===== config.mk =====
export PLATFORM = sky130hd
export DESIGN_NAME = arb_wrr_slot
export DESIGN_NICKNAME = d
export VERILOG_FILES = /design/src/rtl/arb_wrr_slot.sv
export SDC_FILE = /design/constraint.sdc
export NUM_CORES = 1
export LEC_CHECK = 0
export ABC_AREA = 1
export CORE_MARGIN = 5
export CORE_UTILIZATION = 30
export DETAILED_ROUTE_END_ITERATION = 16
export PLACE_DENSITY = 0.61
export SLEW_MARGIN = 10
export SYNTH_ARGS = -nofsm -noshare
export SYNTH_HDL_FRONTEND = slang
export SYNTH_SLANG_ARGS = --single-unit

===== constraint.sdc =====
create_clock -name clk -period 2.85 [get_ports clk]
set_input_delay 0.57 -clock clk [delete_from_list [all_inputs] [get_ports clk]]
set_output_delay 0.57 -clock clk [all_outputs]
set_load 0.02 [all_outputs]

===== src/rtl/arb_wrr_slot.sv =====
// Weighted round-robin arbiter: one owner holds the grant for a slot of up to W cycles.
// Latency: one cycle from request to grant; slot hand-over happens with no idle cycle.
// No downstream backpressure; requesters wait with req held high until granted.
module arb_wrr_slot #(
  parameter  int REQ_NUM  = 4,
  parameter  int WEIGHT_W = 4,
  localparam int ID_W     = $clog2(REQ_NUM)
) (
  input  logic                         clk,
  input  logic                         rst_n,
  input  logic [REQ_NUM-1:0]           req,
  input  logic [REQ_NUM*WEIGHT_W-1:0]  cfg_weight,
  output logic [REQ_NUM-1:0]           grant,
  output logic                         grant_vld,
  output logic [ID_W-1:0]              grant_id,
  output logic                         preempt
);

  typedef enum logic {
    ST_IDLE = 1'b0,
    ST_BUSY = 1'b1
  } state_t;

  state_t              r_state;
  logic [ID_W-1:0]     r_ptr;
  logic [WEIGHT_W-1:0] r_slot_cnt;
  logic [REQ_NUM-1:0]  r_grant;
  logic                r_grant_vld;
  logic [ID_W-1:0]     r_grant_id;
  logic                r_preempt;

  // r_grant_id doubles as the owner index while BUSY
  logic                  w_owner_req;
  logic [ID_W-1:0]       w_owner_nxt;
  logic                  w_expire;
  logic                  w_release;
  logic [ID_W-1:0]       w_scan_ptr;
  logic [2*REQ_NUM-1:0]  w_req_rot;
  logic [ID_W:0]         w_sum;
  logic                  w_found;
  logic [ID_W-1:0]       w_winner;
  logic [REQ_NUM-1:0]    w_win_oh;
  logic [WEIGHT_W-1:0]   w_wt_raw;
  logic [WEIGHT_W-1:0]   w_slot_load;

  // Owner's current request bit and the index one past the owner (wrapping)
  always_comb begin
    w_owner_req = 1'b0;
    for (int i = 0; i < REQ_NUM; i++) begin
      if (r_grant_id == ID_W'(i)) begin
        w_owner_req = req[i];
      end
    end
    w_owner_nxt = (r_grant_id == ID_W'(REQ_NUM - 1)) ? '0 : r_grant_id + ID_W'(1);
    w_expire    = (r_slot_cnt == '0);
    w_release   = (r_state == ST_BUSY) && (!w_owner_req || w_expire);
    // At a release the scan already starts past the outgoing owner
    w_scan_ptr  = (r_state == ST_BUSY) ? w_owner_nxt : r_ptr;
  end

  // First set request at or after the scan pointer, wrapping around the top
  always_comb begin
    w_req_rot = {req, req} >> w_scan_ptr;
    w_found   = 1'b0;
    w_winner  = '0;
    w_sum     = '0;
    for (int i = 0; i < REQ_NUM; i++) begin
      if (!w_found && w_req_rot[i]) begin
        w_found = 1'b1;
        w_sum   = {1'b0, w_scan_ptr} + (ID_W+1)'(i);
        if (w_sum >= (ID_W+1)'(REQ_NUM)) begin
          w_sum = w_sum - (ID_W+1)'(REQ_NUM);
        end
        w_winner = w_sum[ID_W-1:0];
      end
    end
  end

  // Winner one-hot and its slot length; a zero weight behaves as one cycle
  always_comb begin
    w_win_oh = '0;
    w_wt_raw = '0;
    for (int i = 0; i < REQ_NUM; i++) begin
      if (w_found && (w_winner == ID_W'(i))) begin
        w_win_oh[i] = 1'b1;
        w_wt_raw    = cfg_weight[i*WEIGHT_W +: WEIGHT_W];
      end
    end
    w_slot_load = (w_wt_raw == '0) ? '0 : w_wt_raw - WEIGHT_W'(1);
  end

  // Arbitration FSM: grant, id, valid and preempt all move at the same edge
  always_ff @(posedge clk or negedge rst_n) begin
    if (!rst_n) begin
      r_state     <= ST_IDLE;
      r_ptr       <= '0;
      r_slot_cnt  <= '0;
      r_grant     <= '0;
      r_grant_vld <= 1'b0;
      r_grant_id  <= '0;
      r_preempt   <= 1'b0;
    end else begin
      case (r_state)
        ST_IDLE: begin
          r_preempt <= 1'b0;
          if (w_found) begin
            r_state     <= ST_BUSY;
            r_grant     <= w_win_oh;
            r_grant_vld <= 1'b1;
            r_grant_id  <= w_winner;
            r_slot_cnt  <= w_slot_load;
          end
        end
        ST_BUSY: begin
          if (w_release) begin
            r_ptr     <= w_owner_nxt;
            r_preempt <= w_expire && w_owner_req;
            if (w_found) begin
              r_grant     <= w_win_oh;
              r_grant_vld <= 1'b1;
              r_grant_id  <= w_winner;
              r_slot_cnt  <= w_slot_load;
            end else begin
              r_state     <= ST_IDLE;
              r_grant     <= '0;
              r_grant_vld <= 1'b0;
              r_grant_id  <= '0;
              r_slot_cnt  <= '0;
            end
          end else begin
            r_slot_cnt <= r_slot_cnt - WEIGHT_W'(1);
            r_preempt  <= 1'b0;
          end
        end
        default: begin
          r_state <= ST_IDLE;
        end
      endcase
    end
  end

  assign grant     = r_grant;
  assign grant_vld = r_grant_vld;
  assign grant_id  = r_grant_id;
  assign preempt   = r_preempt;

endmodule


== Yosys cells after proc, flatten, opt, wreduce, memory -nomap -nowiden ==
Cells that the tools add are included.

* $mul: 0
* Muxes and demuxes: 47
* Shifts and indexed selects: 1
* Reductions and logical operators: 20
* Equality and inequality tests: 8
* Bitwise operators: 1
* $add $sub $neg: 10
* Magnitude comparators: 4
* Divide/modulo/power cells: 0

{| class="wikitable"
|+ Operators by type and width
! operator !! count
|-
| 2-to-1 mux 4 bit || 11
|-
| 2-to-1 mux 2 bit || 13
|-
| 2-to-1 mux 1 bit || 17
|-
| one-hot mux 4 bit (2 select lines) || 2
|-
| >= comparator 3 bit, second input constant || 3
|-
| logical AND 1 bit || 9
|-
| equality test 2 bit, second input constant || 4
|-
| zero test 4 bit || 2
|-
| >> shifter 8 x 2 -> 4 bit || 1
|-
| subtractor 2 x 1 -> 2 bit, second input constant || 4
|-
| subtractor 4 x 1 -> 4 bit, second input constant || 2
|-
| adder 2 x 2 -> 3 bit, second input constant || 2
|-
| one-hot mux 1 bit (2 select lines) || 3
|-
| equality test 2 x 1 -> 1 bit, second input constant || 2
|-
| zero test 1 bit || 4
|-
| zero test 2 bit || 2
|-
| one-hot mux 2 bit (2 select lines) || 1
|-
| AND reduction 2 bit || 2
|-
| adder 2 x 1 -> 3 bit, second input constant || 1
|-
| >= comparator 2 x 3 -> 1 bit, second input constant || 1
|-
| adder 2 x 1 -> 2 bit, second input constant || 1
|-
| != test 2 x 1 -> 1 bit, second input constant || 1
|-
| != test 2 bit, second input constant || 1
|-
| logical OR 1 bit || 1
|-
| inverter 1 bit || 1
|}

* Output and inout bits: 8
* Input port bits: 22
* Latch bits: 0
* Memories kept: 0
* RAM bits: 0
* Word-level logic and storage cells: 98
* Register bits after elaboration: 15
* ROM bits: 0

== Logic depth before layout (Yosys ltp) ==
Gate-level depths: netlist of run 1.

* Word-level depth: 25
* Gate-level depth with buffers: 21
* Gate-level depth less buffers: 21

== Worst setup path before layout of run 1 ==
No wires, ideal clock.

* Path type: reg-to-reg
* Start point: register r_grant_id[0], in the netlist grant_id[0]
* End point: register r_slot_cnt[0]
* Stages on the path, launching flop included: 20
* Slack: 0.142 ns
* Buffers on the path: 0
* Clock period less this slack: 2.708 ns
* Data required time: 2.732 ns
* Library setup time: 0.118 ns
* Arrival time: 2.591 ns
* Cell sequence: dfrtp_1 -> inv_1 -> ha_1 -> inv_1 -> nand2_1 -> o21ai_4 -> nand3_1 -> nand2_2 -> nand3_1 -> nand2_1 -> nand2_1 -> nor2_2 -> nand2_2 -> or2_0 -> nand2_2 -> nand2_2 -> nor2_4 -> nand2_1 -> a21oi_1 -> nor2_1

* Longest elaborated chain between the ends: 25
* Elaborated cells between the ends (all ways): 64
* Classes of those cells: add/sub (9); order compare (4); eq/ne (7); shift (1); mux (27); reduce/logical (16)

{| class="wikitable"
|+ Ends and longest elaborated chain
! element !! line !! RTL
|-
| start, declared || 29 || <nowiki>logic [ID_W-1:0] r_grant_id;</nowiki>
|-
| start signal, assigned || 110 || <nowiki>r_grant_id <= w_winner;</nowiki>
|-
| start signal, assigned || 121 || <nowiki>r_grant_id <= w_winner;</nowiki>
|-
| adder 2 x 1 -> 2 bit / equality test 2 bit (equally long branches) || 54 || <nowiki>w_owner_nxt = (r_grant_id == ID_W'(REQ_NUM - 1)) ? '0 : r_grant_id + ID_W'(1);</nowiki>
|-
| 2-to-1 mux 2 bit (*) || 54 ||
|-
| net w_owner_nxt[1] || 34 || <nowiki>logic [ID_W-1:0] w_owner_nxt;</nowiki>
|-
| 2-to-1 mux 2 bit (*) || 58 || <nowiki>w_scan_ptr = (r_state == ST_BUSY) ? w_owner_nxt : r_ptr;</nowiki>
|-
| parallel branches: the longest is 22 deep, another holds adder 2 x 1 -> 3 bit || -- ||
|-
| end signal, assigned || 111 || <nowiki>r_slot_cnt <= w_slot_load;</nowiki>
|-
| end signal, assigned || 122 || <nowiki>r_slot_cnt <= w_slot_load;</nowiki>
|-
| end signal, assigned || 131 || <nowiki>r_slot_cnt <= r_slot_cnt - WEIGHT_W'(1);</nowiki>
|-
| end, declared || 26 || <nowiki>logic [WEIGHT_W-1:0] r_slot_cnt;</nowiki>
|}

Mark *: on every way through the listed nets, which the timed path passes. The select of a mux whose other input is x is not followed.
A chain may end at the register's enable or synchronous reset.

== Worst setup path in the final report of run 1 ==
Ends and elaborated chain as after synthesis.

==> results of run 1 <==
-- stage by stage --
| step | hold WS (ps) | cells | util [%] | instance area [um2] | setup WS [ps] |
|---|---|---|---|---|---|
| floorplan | 274 | 234 | - | 1540 | 142 |
| global placement | 492 | 334 | 38.1 | 1920 | -57.4 |
| detailed placement | 500 | 334 | 38.1 | 1920 | -37.2 |
| CTS | 515 | 338 | 39.0 | 1970 | 73.9 |
| global route | 547 | 344 | 40.8 | 2060 | -57.1 |
| finish | 503 | 344 | 40.8 | 2060 | 165 |
-- state kept, by name, summed over array words and instances (netlist names) --
| signal | flops |
|---|---|
| r_ptr | 2 |
| preempt | 1 |
| grant | 4 |
| grant_id | 2 |
| grant_vld | 1 |
| r_slot_cnt | 4 |
| r_state | 1 |
-- timing repair --
item	in CTS	in global routing
buffers inserted	0	6
endpoints found under the setup margin	0	6
gates resized for setup	0	13
-- worst max path at each step --
| stage | startpoint | endpoint | slack (ps) |
|---|---|---|---|
| final | grant_id[0]$_DFFE_PN0P_ | r_slot_cnt[0]$_DFFE_PN0P_ | 160 |
| after global routing | grant_id[0]$_DFFE_PN0P_ | r_slot_cnt[0]$_DFFE_PN0P_ | -60 |
| after CTS | grant_id[1]$_DFFE_PN0P_ | r_slot_cnt[0]$_DFFE_PN0P_ | 70 |
| after detailed placement | req[0] | r_slot_cnt[0]$_DFFE_PN0P_ | -40 |
| after global placement | req[0] | r_slot_cnt[0]$_DFFE_PN0P_ | -60 |
| after floorplan | grant_id[0]$_DFFE_PN0P_ | r_slot_cnt[0]$_DFFE_PN0P_ | 140 |
-- routing by layer --
metal	global-route usage [%]	part of all wire (%)	routed length [um]	vias up
met3	1.32	3.9	149	6
met4	4.98	1.9	71	0
li1	-	-	-	840
met2	19.0	43	1640	40
met5	0	0	0	-
met1	17.0	51	1950	714
-- kinds of logic after synthesis --
family,count (synthesis),share of synthesized area [%]
mux,1,0.732
xor+xnor,3,1.71
fa+ha+maj,5,4.07
simple gates,144,46.6
buf+inv,39,10.5
compound gates,27,12.0
flops,15,24.4
-- synthesized netlist by cell type --
cell type	n	area, um2
a211o_1	1	8.76
a21boi_2	1	11.3
a21o_1	1	7.51
a21oi_1	10	50.1
a21oi_2	3	26.3
buf_6	1	11.3
clkbuf_1	1	3.75
dfrtp_1	15	375
ha_1	5	62.6
inv_1	33	124
inv_2	3	11.3
inv_8	1	11.3
mux2_2	1	11.3
nand2_1	48	180
nand2_2	12	75.1
nand2_4	1	11.3
nand2_8	2	40.0
nand3_1	44	220
nand3_2	1	10.0
nand4_1	5	31.3
nand4_2	1	12.5
nor2_1	24	90.1
nor2_2	2	12.5
nor2_4	2	22.5
nor3_1	1	5.00
o21ai_0	8	40.0
o21ai_4	2	32.5
o31ai_1	1	7.51
or2_0	1	6.26
xnor2_1	1	8.76
xor2_1	2	17.5
-- worst reg2reg max path, stage by stage, from the launching register on --
cell	delay, ps
dfrtp_1	390
inv_2	100
ha_1	230
inv_1	140
nand2_2	80
o21ai_4	130
nand3_1	160
nand2_2	150
nand3_1	90
nand3_1	130
inv_2	70
nand2_2	140
nand2_2	100
or2_0	220
nand2_2	90
nand2_2	70
nor2_4	80
nand2_1	70
a21oi_2	110
nor2_1	40
-- cell type report --
type	count	area share [%]
clock buffer	4	2.19
inverter	37	7.11
multi-input combinational	180	50.8
sequential	15	18.3
tap	70	4.26
timing repair buffer	38	17.4
==> out/qor.yml, run 1 <==
num_vias: 1600
synth_seq_area_share_pct: 24.4
routedWlPerCell_um: 11.1
initial_utilization_pct: 30.5
final_cell_mix: "nand2_1 (46), nand3_1 (43), inv_1 (32), clkdlybuf4s50_1 (29), nor2_1 (20)"
period_share_pct: 94.2
cp_slowest_stage_delay_ps: 390
drc: 0
crit_fanout: 7
syn_inst: 234
drv_cap: 0
dp_hpwl_mm: 3.01
crit_required_ps: 2990
mostFrequentLayoutCell: "nand2_1"
clk_latency_ps: 250
grt_pass1_vias: 1532
critPathKind: "flop to flop"
worstReg2RegEnd: "r_slot_cnt[0]$_DFFE_PN0P_"
cts_tree: "done"
synth_area_mm2: 0.00154
gp_congestion: 0.884
r2r_cells: 19
core_area_mm2: 0.00504
fmax_mhz: 372
num_io_pins: 30
viasPerCell: 4.65
status: "finished, final reports clean"
cp-start-kind: "flop"
port_buffers: 29
nFillCells: 518
cts_buffers: 3
first_pass_iters: 6
min-delay-start: "grant[0]$_DFFE_PN0P_"
clkSinkCount: 15
setup-tns-final_ps: 0
ys_ff_latch: 15
synth_nets: 261
die_area_mm2: 0.00666
multi_input_area_mm2: 0.00104
final_nets: 302
hold_viol_final: 0
synth_cell_types: 31
maxSlewViolCount: 0
clk_path_buf_depth: 2
cp.arrival_ps: 2830
regArea_um2: 377
relSlewSlack_pct: 54.6
dr.first_iter.drc_count: 44
path_clk_slew_ps: 60
cp_top_family: "simple AND/OR/NAND/NOR gates"
die_height_um: 81.6
grt_first_pass_wirelength_mm: 6.56
drive_above_1_share_pct: 20.1
synth_warnings: 0
crit_slowest_cell: "dfrtp_1"
area_growth_pct: 33.8
hold_path_class: "flop to flop"
wl_mm: 3.82
crit_path_frequent_cell: "nand2_2"
fin_skew_ps: 3.62
drtAntennaViolNets: 0
cp_num_buf_inv: 3
min_period_ps: 2690
die_w_um: 81.6
path_cells: "inv_2 -> ha_1 -> inv_1 -> nand2_2 -> o21ai_4 -> nand3_1 -> nand2_2 -> nand3_1 -> nand3_1 -> inv_2 -> nand2_2 -> nand2_2 -> or2_0 -> nand2_2 -> nand2_2 -> nor2_4 -> nand2_1 -> a21oi_2 -> nor2_1"
std_cell_rows: 26
grt_max_degree: 16
critPathCaptureType: "flop"
track_usage_pct: 12.2
grt_antenna_before_repair: 0
antennaDiodeCount: 0
syn_avg_cell_area_um2: 6.57
cts-root-buf: "clkbuf_8"
worst_pin_slew_ps: 679
setup_viol: 0
htree_num_levels: 1
cts_hold_buffers: 0
overflow: 0
crit_cells: 19
min_to: "grant[0]$_DFFE_PN0P_"
rrSetupSlack_ps: 160
min_path_cells: 2
regToRegStartpoint: "grant_id[0]$_DFFE_PN0P_"
Power of run 1 is left out: the tool's default activity adds up to more than one toggle a clock period on the data nets, which glitch-free logic cannot reach.
==> inputs of run 2 (changes only) <==
Settings changed: CORE_ASPECT_RATIO set to 0.7.
==> run 2 against run 1 <==
Via count is 1.4% lower. Die area up 0.34%. Sequential cell count unchanged. Design area decreased by 0.79%. Core utilization grew 1.2 points. Count of clock-buffer cells in the layout is the same. Register-to-register slack improved by 110 ps. Routed wire length up 6.2%. Worst hold slack lost 4.4 ps. Global-route usage is 0.33 points higher. Sequential share of layout area rose by 0.15 points. Non-clock buffer count decreased by 2. Critical endpoint unchanged.
==> out/qor.yml, run 2 (synthesis results as in run 1) <==
status: "finished, final reports clean"  # unchanged
final_nets: 301  # was 302
cp-start-kind: "input pin"  # was flop
drtAntennaViolNets: 0  # unchanged
stdcell_area_mm2: 0.00204  # was 0.00206 mm2
fmax_mhz: 384  # was 372 MHz
gp_congestion: 0.875  # was 0.884
grt_max_degree: 16  # unchanged
num_vias: 1577  # was 1600
viasPerCell: 4.61  # was 4.65
met1_usage_pct: 20.6  # was 17.0%
crit_required_ps: 3000  # was 2990 ps
fin_skew_ps: 8.48  # was 3.62 ps
grt.busiest_layer: "met1"  # was met2
num_io_pins: 30  # unchanged
crit_fanout: 6  # was 7
place_area_mm2: 0.00193  # was 0.00192 mm2
die_area_mm2: 0.00668  # was 0.00666 mm2
antennaDiodeCount: 0  # unchanged
clk_path_buf_depth: 2  # unchanged
cp_slowest_stage_delay_ps: 480  # was 390 ps
gr-usage-met3_pct: 2.47  # was 1.32%
path_cells: "clkdlybuf4s50_1 -> inv_1 -> nand3_1 -> nand3_1 -> nand2_2 -> nor2_4 -> nand4_1 -> nand2_2 -> nand2_2 -> or2_0 -> nand2_2 -> nand2_2 -> nor2_4 -> nand2_1 -> a21oi_1 -> nor2_1"  # was inv_2 -> ha_1 -> inv_1 -> nand2_2 -> o21ai_4 -> nand3_1 -> nand2_2 -> nand3_1 -> nand3_1 -> inv_2 -> nand2_2 -> nand2_2 -> or2_0 -> nand2_2 -> nand2_2 -> nor2_4 -> nand2_1 -> a21oi_2 -> nor2_1
worst_pin_slew_ps: 681  # was 679 ps
die_w_um: 95.6  # was 81.6 um
period_share_pct: 91.3  # was 94.2%
path_clk_slew_ps: 70  # was 60 ps
critPathCaptureType: "flop"  # unchanged
regArea_um2: 377  # unchanged
area_growth_pct: 32.8  # was 33.8%
final_cell_mix: "nand2_1 (47), nand3_1 (41), inv_1 (31), clkdlybuf4s50_1 (28), nor2_1 (23)"  # was nand2_1 (46), nand3_1 (43), inv_1 (32), clkdlybuf4s50_1 (29), nor2_1 (20)
met2_usage_pct: 15.4  # was 19.0%
track_usage_pct: 12.5  # was 12.2%
routedWlPerCell_um: 11.9  # was 11.1 um
setup-tns-final_ps: 0  # unchanged
min-delay-start: "grant[0]$_DFFE_PN0P_"  # unchanged
die_height_um: 69.9  # was 81.6 um
initial_utilization_pct: 31.6  # was 30.5%
grt_pass1_vias: 1437  # was 1532
cts_hold_buffers: 0  # unchanged
critPathKind: "input pin to flop"  # was flop to flop
cts_buffers: 3  # unchanged
min_period_ps: 2600  # was 2690 ps
crit_slowest_cell: "clkdlybuf4s50_1"  # was dfrtp_1
dp_hpwl_mm: 3.22  # was 3.01 mm
regToRegStartpoint: "grant_id[0]$_DFFE_PN0P_"  # unchanged
port_buffers: 29  # unchanged
multi_input_area_mm2: 0.00104  # about the same
mostFrequentLayoutCell: "nand2_1"  # unchanged
min_path_cells: 2  # unchanged
crit_path_frequent_cell: "nand2_2"  # unchanged
overflow: 0  # unchanged
relSlewSlack_pct: 54.4  # was 54.6%
hold_path_class: "flop to flop"  # unchanged
setup_viol: 0  # unchanged
clkSinkCount: 15  # unchanged
first_pass_iters: 4  # was 6
maxSlewViolCount: 0  # unchanged
dr.first_iter.drc_count: 152  # was 44
min_to: "grant[0]$_DFFE_PN0P_"  # unchanged
wl_mm: 4.05  # was 3.82 mm
cts_tree: "done"  # unchanged
grt_antenna_before_repair: 0  # unchanged
worstReg2RegEnd: "r_slot_cnt[0]$_DFFE_PN0P_"  # unchanged
cts-root-buf: "clkbuf_8"  # unchanged
core_area_mm2: 0.00486  # was 0.00504 mm2
htree_num_levels: 1  # unchanged
r2r_cells: 17  # was 19
drc: 0  # unchanged
std_cell_rows: 21  # was 26
grt_first_pass_wirelength_mm: 6.80  # was 6.56 mm
drv_cap: 0  # unchanged
cp.arrival_ps: 2750  # was 2830 ps
nFillCells: 514  # was 518
drive_above_1_share_pct: 19.0  # was 20.1%
hold_viol_final: 0  # unchanged
rrSetupSlack_ps: 270  # was 160 ps
clk_latency_ps: 250  # about the same
-- run 2: cell count changes in the layout (fill, tap and decap cells not counted), sizes merged --
cell	before	now
clkdlybuf4s50	29	28
o21ai	10	11
dlymetal6s2s	0	1
buf	9	7
-- run 2: critical path: cells and delay by family --
kind | cells | cell delay (ps)
simple gates | 13 | 1440
buf+inv | 2 | 600
compound gates | 1 | 120
-- run 2: repair_timing --
| action | in CTS | in global routing |
|---|---|---|
| resized for setup | 0 | 11 |
| endpoints found under the setup margin | 0 | 4 |
| buffers inserted | 0 | 3 |
-- run 2: area by class of cell --
type / count / share of cell area [%]
Sequential cell: 15 / 18.4
Tap cell: 69 / 4.23
Timing Repair Buffer: 36 / 16.9
Clock buffer: 4 / 2.21
Inverter: 37 / 7.17
Multi-Input combinational cell: 181 / 51.0
-- run 2: layer usage --
layer / vias to the layer above / wire length (um)
met5: - / 0
met4: 0 / 64
met3: 6 / 304
met2: 54 / 1460
met1: 675 / 2220
li1: 842 / -
-- run 2: through the flow --
stage | std cells | util, % | setup slack, ps | hold WS, ps
2_1_floorplan | 234 | - | 142 | 274
3_3_place_gp | 334 | 39.7 | -19.1 | 497
3_5_place_dp | 334 | 39.7 | -52.5 | 494
4_1_cts | 338 | 40.6 | 80.8 | 508
5_1_grt | 342 | 42.0 | -26.7 | 536
6_report | 342 | 42.0 | 248 | 498
-- run 2: worst max path at each step --
stage                             from                        end  slack (ps)  depth (start not counted)
2_1_floorplan  grant_id[0]$_DFFE_PN0P_  r_slot_cnt[0]$_DFFE_PN0P_         140                         19
3_3_place_gp                    req[2]  r_slot_cnt[0]$_DFFE_PN0P_         -20                         17
3_5_place_dp                    req[2]  r_slot_cnt[0]$_DFFE_PN0P_         -50                         16
4_1_cts        grant_id[1]$_DFFE_PN0P_  r_slot_cnt[0]$_DFFE_PN0P_          80                         19
5_1_grt        grant_id[1]$_DFFE_PN0P_  r_slot_cnt[2]$_DFFE_PN0P_         -30                         19
6_report                        req[0]  r_slot_cnt[0]$_DFFE_PN0P_         250                         16
Power of run 2 is left out for the same reason.
==> inputs of run 3 (changes only) <==
Settings changed: SKIP_CTS_REPAIR_TIMING set to 1.
==> results of run 3 <==
Final layout, timing and power as in run 2 (identical DEF).
Power of run 3 is left out for the same reason.
